$ cat config.mk
export PLATFORM = sky130hd
export DESIGN_NAME = seg_scan_driver
export DESIGN_NICKNAME = d
export VERILOG_FILES = /design/src/rtl/seg_pkg.sv /design/src/rtl/seg_glyph.sv /design/src/rtl/seg_scan_driver.sv
export SDC_FILE = /design/constraint.sdc
export NUM_CORES = 1
export LEC_CHECK = 0
export ABC_AREA = 0
export BUFFER_PORTS_ARGS = -buffer_cell sky130_fd_sc_hd__buf_2
export CAP_MARGIN = 30
export CORE_MARGIN = 10
export CORE_UTILIZATION = 35
export CTS_BUF_LIST = sky130_fd_sc_hd__clkbuf_4 sky130_fd_sc_hd__clkbuf_8
export DETAILED_ROUTE_END_ITERATION = 7
export PLACE_DENSITY_LB_ADDON = 0.3
export SYNTH_ARGS = -nofsm -noshare
export SYNTH_HDL_FRONTEND = slang
export SYNTH_HIERARCHICAL = 1
export SYNTH_SLANG_ARGS = --single-unit
$ cat constraint.sdc
create_clock -name clk -period 2.33 [get_ports clk]
set_input_delay 0 -clock clk [delete_from_list [all_inputs] [get_ports clk]]
set_output_delay 0 -clock clk [all_outputs]
set_load 0.01 [all_outputs]
$ cat src/rtl/seg_pkg.sv
// Shared constants for the seven-segment scan driver: digit code width and
// active-low a..g glyph patterns (bit 6 = a, bit 0 = g).
package seg_pkg;

    localparam int CODE_W = 4;

    typedef logic [CODE_W-1:0] code_t;

    localparam logic [6:0] SEG_0     = 7'b0000001;
    localparam logic [6:0] SEG_1     = 7'b1001111;
    localparam logic [6:0] SEG_2     = 7'b0010010;
    localparam logic [6:0] SEG_3     = 7'b0000110;
    localparam logic [6:0] SEG_4     = 7'b1001100;
    localparam logic [6:0] SEG_5     = 7'b0100100;
    localparam logic [6:0] SEG_6     = 7'b0100000;
    localparam logic [6:0] SEG_7     = 7'b0001111;
    localparam logic [6:0] SEG_8     = 7'b0000000;
    localparam logic [6:0] SEG_9     = 7'b0000100;
    localparam logic [6:0] SEG_A     = 7'b0001000;
    localparam logic [6:0] SEG_B     = 7'b1100000;
    localparam logic [6:0] SEG_C     = 7'b0110001;
    localparam logic [6:0] SEG_D     = 7'b1000010;
    localparam logic [6:0] SEG_E     = 7'b0110000;
    localparam logic [6:0] SEG_F     = 7'b0111000;
    localparam logic [6:0] SEG_BLANK = 7'b1111111;

endpackage

$ cat src/rtl/seg_glyph.sv
// Combinational digit-code to active-low glyph lookup. Without HEX_EN the
// codes 10..15 fall back to the "0" glyph.
module seg_glyph
    import seg_pkg::*;
#(
    parameter bit HEX_EN = 1'b0
) (
    input  logic [3:0] code,
    output logic [6:0] seg
);

    always_comb begin
        seg = SEG_0;
        case (code)
            4'h0: seg = SEG_0;
            4'h1: seg = SEG_1;
            4'h2: seg = SEG_2;
            4'h3: seg = SEG_3;
            4'h4: seg = SEG_4;
            4'h5: seg = SEG_5;
            4'h6: seg = SEG_6;
            4'h7: seg = SEG_7;
            4'h8: seg = SEG_8;
            4'h9: seg = SEG_9;
            4'hA: seg = HEX_EN ? SEG_A : SEG_0;
            4'hB: seg = HEX_EN ? SEG_B : SEG_0;
            4'hC: seg = HEX_EN ? SEG_C : SEG_0;
            4'hD: seg = HEX_EN ? SEG_D : SEG_0;
            4'hE: seg = HEX_EN ? SEG_E : SEG_0;
            4'hF: seg = HEX_EN ? SEG_F : SEG_0;
            default: seg = SEG_0;
        endcase
    end

endmodule

$ cat src/rtl/seg_scan_driver.sv
// Time-multiplexed seven-segment driver: latches a packed digit word and scans
// it one digit per CLK_DIV cycles over an active-low segment bus and enables.
module seg_scan_driver
    import seg_pkg::*;
#(
    parameter int DIGITS  = 4,
    parameter int CLK_DIV = 50000,
    parameter bit HEX_EN  = 1'b0
) (
    input  logic                       clk,
    input  logic                       rst,
    input  logic [CODE_W*DIGITS-1:0]   data,
    input  logic                       load,
    input  logic [DIGITS-1:0]          blank,
    input  logic                       zsup,
    output logic [6:0]                 out,
    output logic [DIGITS-1:0]          an
);

    localparam int PW = $clog2(CLK_DIV);
    localparam int IW = (DIGITS > 1) ? $clog2(DIGITS) : 1;
    localparam logic [PW-1:0] PRESC_LAST = PW'(CLK_DIV - 1);
    localparam logic [IW-1:0] IDX_LAST   = IW'(DIGITS - 1);

    logic [CODE_W*DIGITS-1:0] shadow;
    logic [PW-1:0]            presc;
    logic [IW-1:0]            idx;

    logic [DIGITS-1:0]        lead_zero;
    logic                     zrun;
    code_t                    dig_p0;
    logic                     blk_p0;
    logic [6:0]               glyph_p0;
    logic [DIGITS-1:0]        an_p0;

    always_ff @(posedge clk or posedge rst) begin
        if (rst) begin
            shadow <= '0;
        end else if (load) begin
            shadow <= data;
        end
    end

    always_ff @(posedge clk or posedge rst) begin
        if (rst) begin
            presc <= '0;
            idx   <= '0;
        end else if (presc == PRESC_LAST) begin
            presc <= '0;
            idx   <= (idx == IDX_LAST) ? '0 : idx + 1'b1;
        end else begin
            presc <= presc + 1'b1;
        end
    end

    // Stage p0: a digit counts as leading zero when it and every digit above it are 0.
    always_comb begin
        zrun      = 1'b1;
        lead_zero = '0;
        for (int i = DIGITS - 1; i >= 0; i--) begin
            zrun         = zrun && (shadow[CODE_W*i +: CODE_W] == '0);
            lead_zero[i] = zrun;
        end
    end

    always_comb begin
        dig_p0 = shadow[CODE_W*idx +: CODE_W];
        blk_p0 = blank[idx] | (zsup & (idx != '0) & lead_zero[idx]);
        an_p0  = blk_p0 ? '1 : ~(DIGITS'(1) << idx);
    end

    seg_glyph #(
        .HEX_EN (HEX_EN)
    ) u_glyph (
        .code (dig_p0),
        .seg  (glyph_p0)
    );

    // Stage p1: registered segment bus and digit enables.
    always_ff @(posedge clk or posedge rst) begin
        if (rst) begin
            out <= SEG_BLANK;
            an  <= '1;
        end else begin
            out <= blk_p0 ? SEG_BLANK : glyph_p0;
            an  <= an_p0;
        end
    end

endmodule

==> results.sh, run 1 <==
export IMPL_status="completed"
export IMPL_dieHeight_um=100.0
export IMPL_die_x_um=100.0
export IMPL_cts_buffers=5
export IMPL_vias=1554
export IMPL_post_place_ws_ns=0.3872
export IMPL_grt_max_degree=46
export IMPL_grt_pass1_wl_um=8010
export IMPL_ir_worst_vdd_v=0.0002968
export IMPL_required_ns=2.58
export IMPL_synth_adder_area_share_pct=5.025
export IMPL_cts_max_path_buffers=2
export IMPL_pin_count=35
export IMPL_grt_util_all_layers_pct=9.615
export IMPL_r2r_start="idx[1]$_DFFE_PP0N_"
export IMPL_whs_ns=0.2007
export IMPL_synth_nets=226
export IMPL_synthCells=193
export IMPL_synthXorXnorAreaFrac_pct=4.299
export IMPL_p_leak_nw=1.174
export IMPL_yosysTopAreaCellShare_pct=37.97
export IMPL_startpoint_type="register"
export IMPL_dp_hpwl_um=3185
export IMPL_synth_compound_area_share_pct=4.690
export IMPL_io_buffers=34
export IMPL_critPathKind="reg2reg"
export IMPL_holdCritPathClass="in2reg"
export IMPL_gp_congestion=0.8032
export IMPL_grt_pass1_vias=1675
export IMPL_numClockSinks=45
export IMPL_min_delay_start="load"
export IMPL_yosysWarnings=6
export IMPL_tightest_slew_ns=0.5582
export IMPL_grt_setup_unrepaired="false"
export IMPL_ant_nets=0
export IMPL_power_total_mw=1.557
export IMPL_yosysUniqueCellTypes=42
export IMPL_synth_area_leader_cell="dfrtp_1"
export IMPL_cp_end_kind="register"
export IMPL_synthSimpleGateAreaFrac_pct=18.26
export IMPL_n_antenna_cell=0
export IMPL_final_cell_mix="34 x dfrtp_1, 34 x buf_2, 23 x nor2_1"
export IMPL_fin_ws_ns=0.3858
export IMPL_drc_errors=0
export IMPL_rows=29
export IMPL_synth_top_family_by_area="simple AND/OR/NAND/NOR gates"
export IMPL_drv_slew=0
export IMPL_insertion_delay_ns=0.30
export IMPL_dieArea_mm2=0.01000
export IMPL_start_util_pct=35.70
export IMPL_drt_vias_per_instance=4.841
export IMPL_maxCapViolations=0
export IMPL_coreArea_mm2=0.006277
export IMPL_synthToLayoutAreaGrowth_pct=22.00
export IMPL_fin_worst_skew_ns=0.006448
export IMPL_wire_per_inst_um=13.84
export IMPL_crit_start="idx[1]$_DFFE_PP0N_"
export IMPL_final_nets=276
export IMPL_grt_overflow=0
export IMPL_timing_hold_violations_final=0
export IMPL_antenna_found_initial=0
export IMPL_maxClockFrequency_mhz=514.3
export IMPL_cts_max_level=2
export IMPL_tns_ns=0
export IMPL_finalCritPeriodShare_pct=83.44
export IMPL_syn_avg_cell_area_um2=11.61
export IMPL_p_per_area_mw_per_mm2=569.4
export IMPL_drive_above_1_share_pct=33.61
export IMPL_ys_seq_area_share_pct=50.87
export IMPL_finalSetupViolCount=0
export IMPL_clkTransAtPathRegs_ns=0.09
export IMPL_routed_wl_um=4444
export IMPL_netlist_area_mm2=0.002241
export IMPL_layout_min_cycle_time_ns=1.944
export IMPL_root_buffer="clkbuf_8"
export IMPL_drt_iter0_markers=83
export IMPL_cts_tree="built"
export IMPL_yosys_register_bits=45
export IMPL_crit_fanout=9
export IMPL_cp_arrival_ns=2.19
export IMPL_slew_headroom_pct=62.79
export IMPL_synth_area_leaders="dfrtp_1 38%, dfstp_2 13%, mux2_2 8.0%"
export IMPL_drt_pass1_iter_count=4
export IMPL_synth_area_mux_share_pct=13.51
==> cells by family after synthesis <==
logic type | Yosys count
AOI/OAI and AO/OA | 14
xor gates and xnor gates | 11
adders and majority gates | 9
buffers and inverters | 17
DFF | 45
muxes | 22
and+or+nand+nor | 75
==> flip-flops by register name, summed over array words and instances (netlist names) <==
name and cells:
an 4, idx 2, out 7, presc 16
shadow 16
==> cells in the mapped netlist (all sizes together) <==
cell type  number
a311oi          1
nand2          16
xnor2           6
and4            1
o31ai           2
a21oi           1
and2b           1
nor2           23
a31o            1
mux2i           1
nor3            3
nor4bb          2
nor3b           1
nand2b          1
inv             8
clkbuf          5
nand3b          5
o21ai           5
nand3           4
or3             2
and3            1
buf             4
mux2           16
xor2            5
nor4b           1
a211oi          1
or4             1
nand4           3
and2            1
ha              9
a41o            1
mux4            5
a31oi           1
nor4            5
dfrtp          34
dfstp          11
a211o           1
nor2b           4
==> path summary, 6_finish.rpt <==
| path | slack (ns) | endpoint | cells after the start |
|---|---|---|---|
| max | 0.39 | out[3]$_DFF_PP1_ | 7 |
| min | 0.20 | shadow[15]$_DFFE_PP0P_ | 2 |
| max reg2reg | 0.39 | out[3]$_DFF_PP1_ | 7 |
| min reg2reg | 0.51 | presc[12]$_DFF_PP0_ | 1 |
| max in group asynchronous | 1.57 | presc[1]$_DFF_PP0_ | 4 |
| min in group asynchronous | 0.38 | presc[3]$_DFF_PP0_ | 4 |
==> through the flow <==
stage,util [%],instances,area (µm²)
6_report,43.55,321,2734
5_1_grt,43.55,321,2734
4_1_cts,43.55,321,2734
3_5_place_dp,39.35,296,2470
3_3_place_gp,39.35,296,2470
2_1_floorplan,-,193,2241
==> repair_timing <==
item / CTS / global route
setup endpoints to repair: 0 / 0
gates resized for setup: 0 / 0
hold endpoints to repair: 50 / 0
hold buffers: 17 / 0
setup buffers: 0 / 0
==> layout make-up <==
class                   instances  area (µm²)
fillers                       585        3543
flip-flops and latches         45        1140
multi-input cells             131        1026
repair buffers                 52       347.8
well taps                      77       96.34
clock buffers                   5       68.82
inverters                       8       30.03
clock inverters                 3       25.02
==> metal layers <==
layer / global-route usage (%) / routed length [µm] / up-vias / share of wire (%)
met3: 2.473 / 217 / 5 / 4.9
li1: - / - / 770 / -
met5: 0 / 0 / - / 0
met4: 3.370 / 38 / 0 / 0.86
met1: 12.62 / 2158 / 747 / 49
met2: 14.98 / 2029 / 32 / 46
==> critical path, stage by stage, from the launching register on <==
cell and delay [ns]:
dfrtp_1 0.59, mux4_2 0.61, inv_1 0.11, ha_1 0.20, nor2_1 0.07, a211oi_2 0.19
nor2_1 0.06, nand2_1 0.06
==> where the power goes <==
part	internal (mW)	switching, mW
clock network	0.219	0.287
registers	0.831	0.0263
logic	0.106	0.0886
(Power assumes the default switching activity.)
==> inputs of run 2 (changes only) <==
- ABC_AREA: 0 -> 1
- clock period: 2.33 -> 1.9 ns (I/O delays scaled with it)
==> run 2 against run 1 <==
Via count increased by 26%. Register-to-register slack got worse by 0.16 ns. Die area rose by 4.9%. Final cell count increased by 31%. Sequential share of layout area shrank 3.0 points. Non-clock buffer count up 4. Core utilization up 2.1 points. Sequential power up 21%. Wire length is 17% higher. Synthesized cell count increased by 50%. Synthesized area increased by 6.1%. Clock-buffer cell count unchanged. Highest routed layer unchanged.
==> results.sh, run 2 <==
export IMPL_synth_ff_type="dfrtp_1"
export IMPL_gp_congestion=0.8557
export IMPL_fin_util_pct=45.68
export IMPL_drv_slew=0
export IMPL_synth_nets=322
export IMPL_rows=29
export IMPL_drt_iter0_markers=133
export IMPL_power_total_mw=2.174
export IMPL_dp_hpwl_um=3879
export IMPL_maxCapViolations=0
export IMPL_p_per_area_mw_per_mm2=736.7
export IMPL_ant_nets=0
export IMPL_critPathKind="reg2reg"
export IMPL_finalSetupViolCount=0
export IMPL_grt_setup_unrepaired="false"
export IMPL_maxClockFrequency_mhz=597.9
export IMPL_startpoint_type="register"
export IMPL_syn_avg_cell_area_um2=8.230
export IMPL_synth_most_common_cell="nand2_1"
export IMPL_required_ns=2.14
export IMPL_dieHeight_um=102.4
export IMPL_wire_per_inst_um=12.27
export IMPL_dieArea_mm2=0.01049
export IMPL_crit_fanout=9
export IMPL_crit_chain="inv_2 -> o21ai_0 -> a21oi_1 -> a21oi_2 -> inv_1 -> ha_1 -> nand2_1 -> inv_1 -> nor2_1 -> inv_1 -> nand3_1"
export IMPL_synthCells=289
export IMPL_numClockSinks=45
export IMPL_io_buffers=34
export IMPL_netlist_area_mm2=0.002379
export IMPL_synthArstFlopShare_pct=100.0
export IMPL_cp_arrival_ns=1.91
export IMPL_cts_tree="built"
export IMPL_cts_max_path_buffers=2
export IMPL_yosys_register_bits=45
export IMPL_antenna_found_initial=0
export IMPL_pin_count=35
export IMPL_grt_pass1_vias=1958
export IMPL_insertion_delay_ns=0.30
export IMPL_drive_above_1_share_pct=24.35
export IMPL_ys_seq_area_share_pct=47.92
export IMPL_slew_headroom_pct=62.64
export IMPL_holdCritPathClass="in2reg"
export IMPL_grt_overflow=0
export IMPL_drc_errors=0
export IMPL_synthToLayoutAreaGrowth_pct=24.04
export IMPL_status="completed"
export IMPL_grt_pass1_wl_um=8976
export IMPL_finalCritPeriodShare_pct=88.03
export IMPL_yosysTopAreaCellShare_pct=35.77
export IMPL_ir_worst_vdd_v=0.0004041
export IMPL_synth_area_leaders="dfrtp_1 36%, dfstp_2 12%, nand2_1 9.9%"
export IMPL_timing_hold_violations_final=0
export IMPL_yosysUniqueCellTypes=25
export IMPL_cp_slowest_cell="dfrtp_1"
export IMPL_die_x_um=102.4
export IMPL_clkTransAtPathRegs_ns=0.09
export IMPL_tns_ns=0
export IMPL_cp_end_kind="register"
export IMPL_routed_wl_um=5178
export IMPL_fin_area_mm2=0.002950
export IMPL_cts_max_level=2
export IMPL_layout_min_cycle_time_ns=1.672
export IMPL_synth_area_leader_cell="dfrtp_1"
export IMPL_reg_top3="presc (16), shadow (16), out (7)"
export IMPL_vias=1953
export IMPL_synth_edf_count=0
export IMPL_p_leak_nw=1.430
export IMPL_grt_max_degree=46
export IMPL_n_antenna_cell=0
export IMPL_coreArea_mm2=0.006459
export IMPL_drt_vias_per_instance=4.628
export IMPL_tightest_slew_ns=0.5605
export IMPL_grt_util_all_layers_pct=10.48
export IMPL_start_util_pct=36.83
export IMPL_final_cell_mix="63 x nand2_1, 41 x nor2_1, 34 x buf_2"
export IMPL_root_buffer="clkbuf_8"
export IMPL_place_area_mm2=0.002630
export IMPL_max_stage_delay_ns=0.37
export IMPL_yosysWarnings=6
export IMPL_drt_pass1_iter_count=4
export IMPL_cts_buffers=5
export IMPL_netlist_top_cells_count="63 x nand2_1, 41 x nor2_1, 34 x dfrtp_1, 32 x inv_1, 27 x nand3_1"
export IMPL_cpMostUsedCell="inv_1"
export IMPL_fin_worst_skew_ns=0.01143
export IMPL_final_common_cell="nand2_1"
export IMPL_final_nets=377
-- run 2: cell count changes after synthesis, sizes merged, moves of 6 or more --
cell / change
nand2: +51
inv: +28
nand3: +23
nor2: +21
a21oi: +15
o21ai: +9
mux2: -6
-- run 2: cell families (layout without fill, tap and decap cells) --
logic type | count (synthesis) | count (layout) | share of synthesized area (%)
muxes | 10 | 10 | 4.734
xor gates and xnor gates | 9 | 9 | 3.314
adders and majority gates | 9 | 9 | 4.734
AOI/OAI and AO/OA | 31 | 31 | 6.628
DFF | 45 | 45 | 47.92
buffers and inverters | 46 | 102 | 8.258
and+or+nand+nor | 139 | 139 | 24.41
-- run 2: power by group --
group	total [mW]	leakage, nW	switching [mW]	internal, mW
registers	1.04	0.541	0.0273	1.02
logic	0.253	0.820	0.136	0.117
clock network	0.876	0.0687	0.346	0.529
total	2.17	1.43	0.509	1.66
-- run 2: critical path, delay by kind of cell, from the launching register on --
kind            cells  cell delay, ns
compound gates      3            0.40
fa+ha+maj           1            0.30
buf+inv             4            0.27
flops               1            0.37
simple gates        3            0.26
-- run 2: per-stage QoR --
stage | instances | hold slack [ns] | setup WS, ns
3_3_place_gp | 397 | 0.1795 | 0.1840
3_5_place_dp | 397 | 0.1798 | 0.1430
2_1_floorplan | 289 | 0.1210 | 0.1279
6_report | 422 | 0.1230 | 0.2275
4_1_cts | 422 | 0.1192 | 0.1099
5_1_grt | 422 | 0.1411 | 0.01636
-- run 2: cell type report --
cell class	count	area [µm²]
multi-input cells	198	1054
clock buffers	5	68.82
clock inverters	3	68.82
well taps	77	96.34
fillers	637	3508
inverters	38	143.9
flip-flops and latches	45	1141
repair buffers	56	377.9
-- run 2: final timing paths --
path | start | to | slack (ns) | cells after the start
setup / recovery | idx[0]$_DFFE_PP0N_ | out[3]$_DFF_PP1_ | 0.23 | 11
hold / removal | load | shadow[11]$_DFFE_PP0P_ | 0.12 | 3
setup reg to reg | idx[0]$_DFFE_PP0N_ | out[3]$_DFF_PP1_ | 0.23 | 11
hold reg to reg | presc[0]$_DFF_PP0_ | presc[0]$_DFF_PP0_ | 0.48 | 1
max in group asynchronous | rst | idx[1]$_DFFE_PP0N_ | 1.12 | 4
min in group asynchronous | rst | presc[2]$_DFF_PP0_ | 0.37 | 4
-- run 2: repair_timing --
action | in CTS | in global routing
gates resized for setup | 0 | 4
hold buffers | 17 | 0
buffers inserted | 0 | 0
endpoints found under the hold margin | 50 | 0
endpoints found under the setup margin | 0 | 10
-- run 2: routing by layer --
layer | up-vias | wire length (µm) | GRT usage [%]
met5 | - | 0 | 0
met4 | 0 | 91 | 3.905
met3 | 10 | 289 | 2.969
met2 | 45 | 2297 | 16.00
met1 | 887 | 2500 | 13.74
li1 | 1011 | - | -
==> inputs of run 3 (changes only) <==
- CORE_ASPECT_RATIO: not set -> 0.6
- CORE_UTILIZATION: 35 -> 25
- GPL_TIMING_DRIVEN: not set -> 1
==> run 3 against run 2 <==
Clock power down 23%. First-iteration DRC count down 8.3%. Die area up 33%. Sequential share of layout area down 0.58 points. Design area up 1.4%. Register-to-register slack worse by 0.07 ns. Critical endpoint unchanged. Worst setup slack worse by 0.065 ns. Combinational power up 2%. Highest routed layer unchanged. Power down 8.9%. Via count up 0.15%. Critical path depth unchanged. Final cell count up 13%.
==> results.sh, run 3 (same netlist as run 2, synthesis figures left out) <==
export IMPL_root_buffer="clkbuf_8"
export IMPL_n_antenna_cell=0
export IMPL_clkTransAtPathRegs_ns=0.09
export IMPL_holdCritPathClass="in2reg"
export IMPL_io_buffers=34
export IMPL_layout_min_cycle_time_ns=1.738
export IMPL_p_per_area_mw_per_mm2=662.0
export IMPL_whs_path_depth=3
export IMPL_p_leak_nw=1.428
export IMPL_fillCellCount=989
export IMPL_coreArea_mm2=0.009223
export IMPL_r2r_end="out[3]$_DFF_PP1_"
export IMPL_final_nets=379
export IMPL_final_common_cell="nand2_1"
export IMPL_vias=1956
export IMPL_status="completed"
export IMPL_grt_overflow=0
export IMPL_startpoint_type="register"
export IMPL_insertion_delay_ns=0.31
export IMPL_finalCritPeriodShare_pct=91.47
export IMPL_reg2reg_depth=11
export IMPL_grt_util_met3_pct=2.979
export IMPL_maxClockFrequency_mhz=575.4
export IMPL_critPathKind="reg2reg"
export IMPL_timing_hold_violations_final=0
export IMPL_slew_headroom_pct=60.45
export IMPL_rows=27
export IMPL_maxCapViolations=0
export IMPL_hold_path_endpoint="shadow[10]$_DFFE_PP0P_"
export IMPL_fin_ws_ns=0.1621
export IMPL_cts_tree="built"
export IMPL_dp_hpwl_um=4453
export IMPL_pin_count=35
export IMPL_drt_iter0_markers=122
export IMPL_synthToLayoutAreaGrowth_pct=25.78
export IMPL_grt_pass1_vias=2051
export IMPL_cts_buffers=5
export IMPL_start_util_pct=25.79
export IMPL_cts_max_level=2
export IMPL_post_place_ws_ns=0.04422
export IMPL_dieArea_mm2=0.01394
export IMPL_fin_worst_skew_ns=0.009203
export IMPL_cp_end_kind="register"
export IMPL_busiest_layer="met2"
export IMPL_placed_cells=451
export IMPL_grt_pass1_wl_um=9991
export IMPL_tns_ns=0
export IMPL_cts_max_path_buffers=2
export IMPL_cp_arrival_ns=1.99
export IMPL_instances_no_fill=477
export IMPL_wire_per_inst_um=12.24
export IMPL_final_cell_mix="62 x nand2_1, 41 x nor2_1, 34 x dfrtp_1, 34 x buf_2, 31 x inv_1"
export IMPL_grt_util_all_layers_pct=8.872
export IMPL_drive_above_1_share_pct=24.50
export IMPL_fin_util_pct=32.44
export IMPL_multi_input_area_mm2=0.001052
export IMPL_gp_congestion=0.8265
export IMPL_ant_nets=0
export IMPL_grt_max_degree=46
export IMPL_routed_wl_um=5840
export IMPL_numClockSinks=45
export IMPL_r2r_slack_ns=0.16
export IMPL_drv_slew=0
export IMPL_min_delay_start="load"
export IMPL_drc_errors=0
export IMPL_seq_area_mm2=0.001140
export IMPL_finalSetupViolCount=0
export IMPL_die_x_um=145.9
export IMPL_required_ns=2.15
export IMPL_power_total_mw=1.980
export IMPL_dieHeight_um=95.56
export IMPL_crit_fanout=13
export IMPL_drt_pass1_iter_count=4
export IMPL_use_met2_pct=12.92
export IMPL_met1_usage_pct=12.20
export IMPL_ir_worst_vdd_v=0.0002672
export IMPL_reg_top3="presc (16), shadow (16), out (7)"
export IMPL_drt_vias_per_instance=4.101
export IMPL_antenna_found_initial=0
export IMPL_r2r_start="idx[0]$_DFFE_PP0N_"
export IMPL_tightest_slew_ns=0.5933
## run 3: changes by cell type in the layout (fill, tap and decap cells not counted), moves of 2 or more
cell	previous run	this run
bufinv_16	2	0
clkbuf_4	0	2
o21ai_1	2	5
o21ai_0	12	9
buf_4	5	7
## run 3: worst max-delay path by stage
| stage | startpoint | endpoint | slack, ns | cells after the start |
|---|---|---|---|---|
| 4_1_cts | idx[0]$_DFFE_PP0N_ | out[3]$_DFF_PP1_ | 0.02 | 11 |
| 5_1_grt | idx[0]$_DFFE_PP0N_ | out[3]$_DFF_PP1_ | -0.01 | 11 |
| 2_1_floorplan | idx[0]$_DFFE_PP0N_ | out[3]$_DFF_PP1_ | 0.13 | 12 |
| 3_3_place_gp | idx[0]$_DFFE_PP0N_ | out[6]$_DFF_PP1_ | 0.17 | 10 |
| 6_report | idx[0]$_DFFE_PP0N_ | out[3]$_DFF_PP1_ | 0.16 | 11 |
| 3_5_place_dp | idx[0]$_DFFE_PP0N_ | out[3]$_DFF_PP1_ | 0.04 | 11 |
## run 3: area by class of cell
class / count / share of cell area (%)
clock buffers: 8 / 3.262
repair buffers: 58 / 13.13
well taps: 130 / 5.437
flip-flops and latches: 45 / 38.10
inverters: 38 / 4.893
multi-input cells: 198 / 35.17
## run 3: layer usage
| metal | up-vias | wire length (µm) | share of wire [%] |
|---|---|---|---|
| met5 | - | 0 | 0 |
| met4 | 0 | 47 | 0.80 |
| met3 | 5 | 227 | 3.9 |
| met2 | 28 | 2411 | 41 |
| met1 | 907 | 3153 | 54 |
| li1 | 1016 | - | - |
## run 3: per-stage QoR
stage / hold WS (ns) / cell area (µm²)
floorplan: 0.1210 / 2379
global placement: 0.1779 / 2704
detailed placement: 0.1894 / 2704
CTS: 0.1246 / 2972
global route: 0.1768 / 2992
finish: 0.1303 / 2992
## run 3: critical path, stage by stage (launching register included)
cell	delay (ns)
dfrtp_1	0.44
inv_4	0.09
o21ai_1	0.14
a21oi_1	0.06
a21oi_2	0.18
inv_1	0.12
ha_1	0.31
nand2_1	0.09
inv_1	0.04
nor2_1	0.10
inv_1	0.05
nand3_1	0.07
## run 3: repair_timing
action                                  CTS  global route
gates resized for setup                   0             7
hold endpoints to repair                 50             0
endpoints found under the setup margin    0            11
hold buffers                             17             0
buffers inserted                          0             1
## run 3: power by group
part	switching [mW]	internal [mW]	leakage, nW
Clock	0.347	0.326	0.0523
Sequential	0.0309	1.02	0.543
Combinational	0.141	0.117	0.833
Total	0.519	1.46	1.43
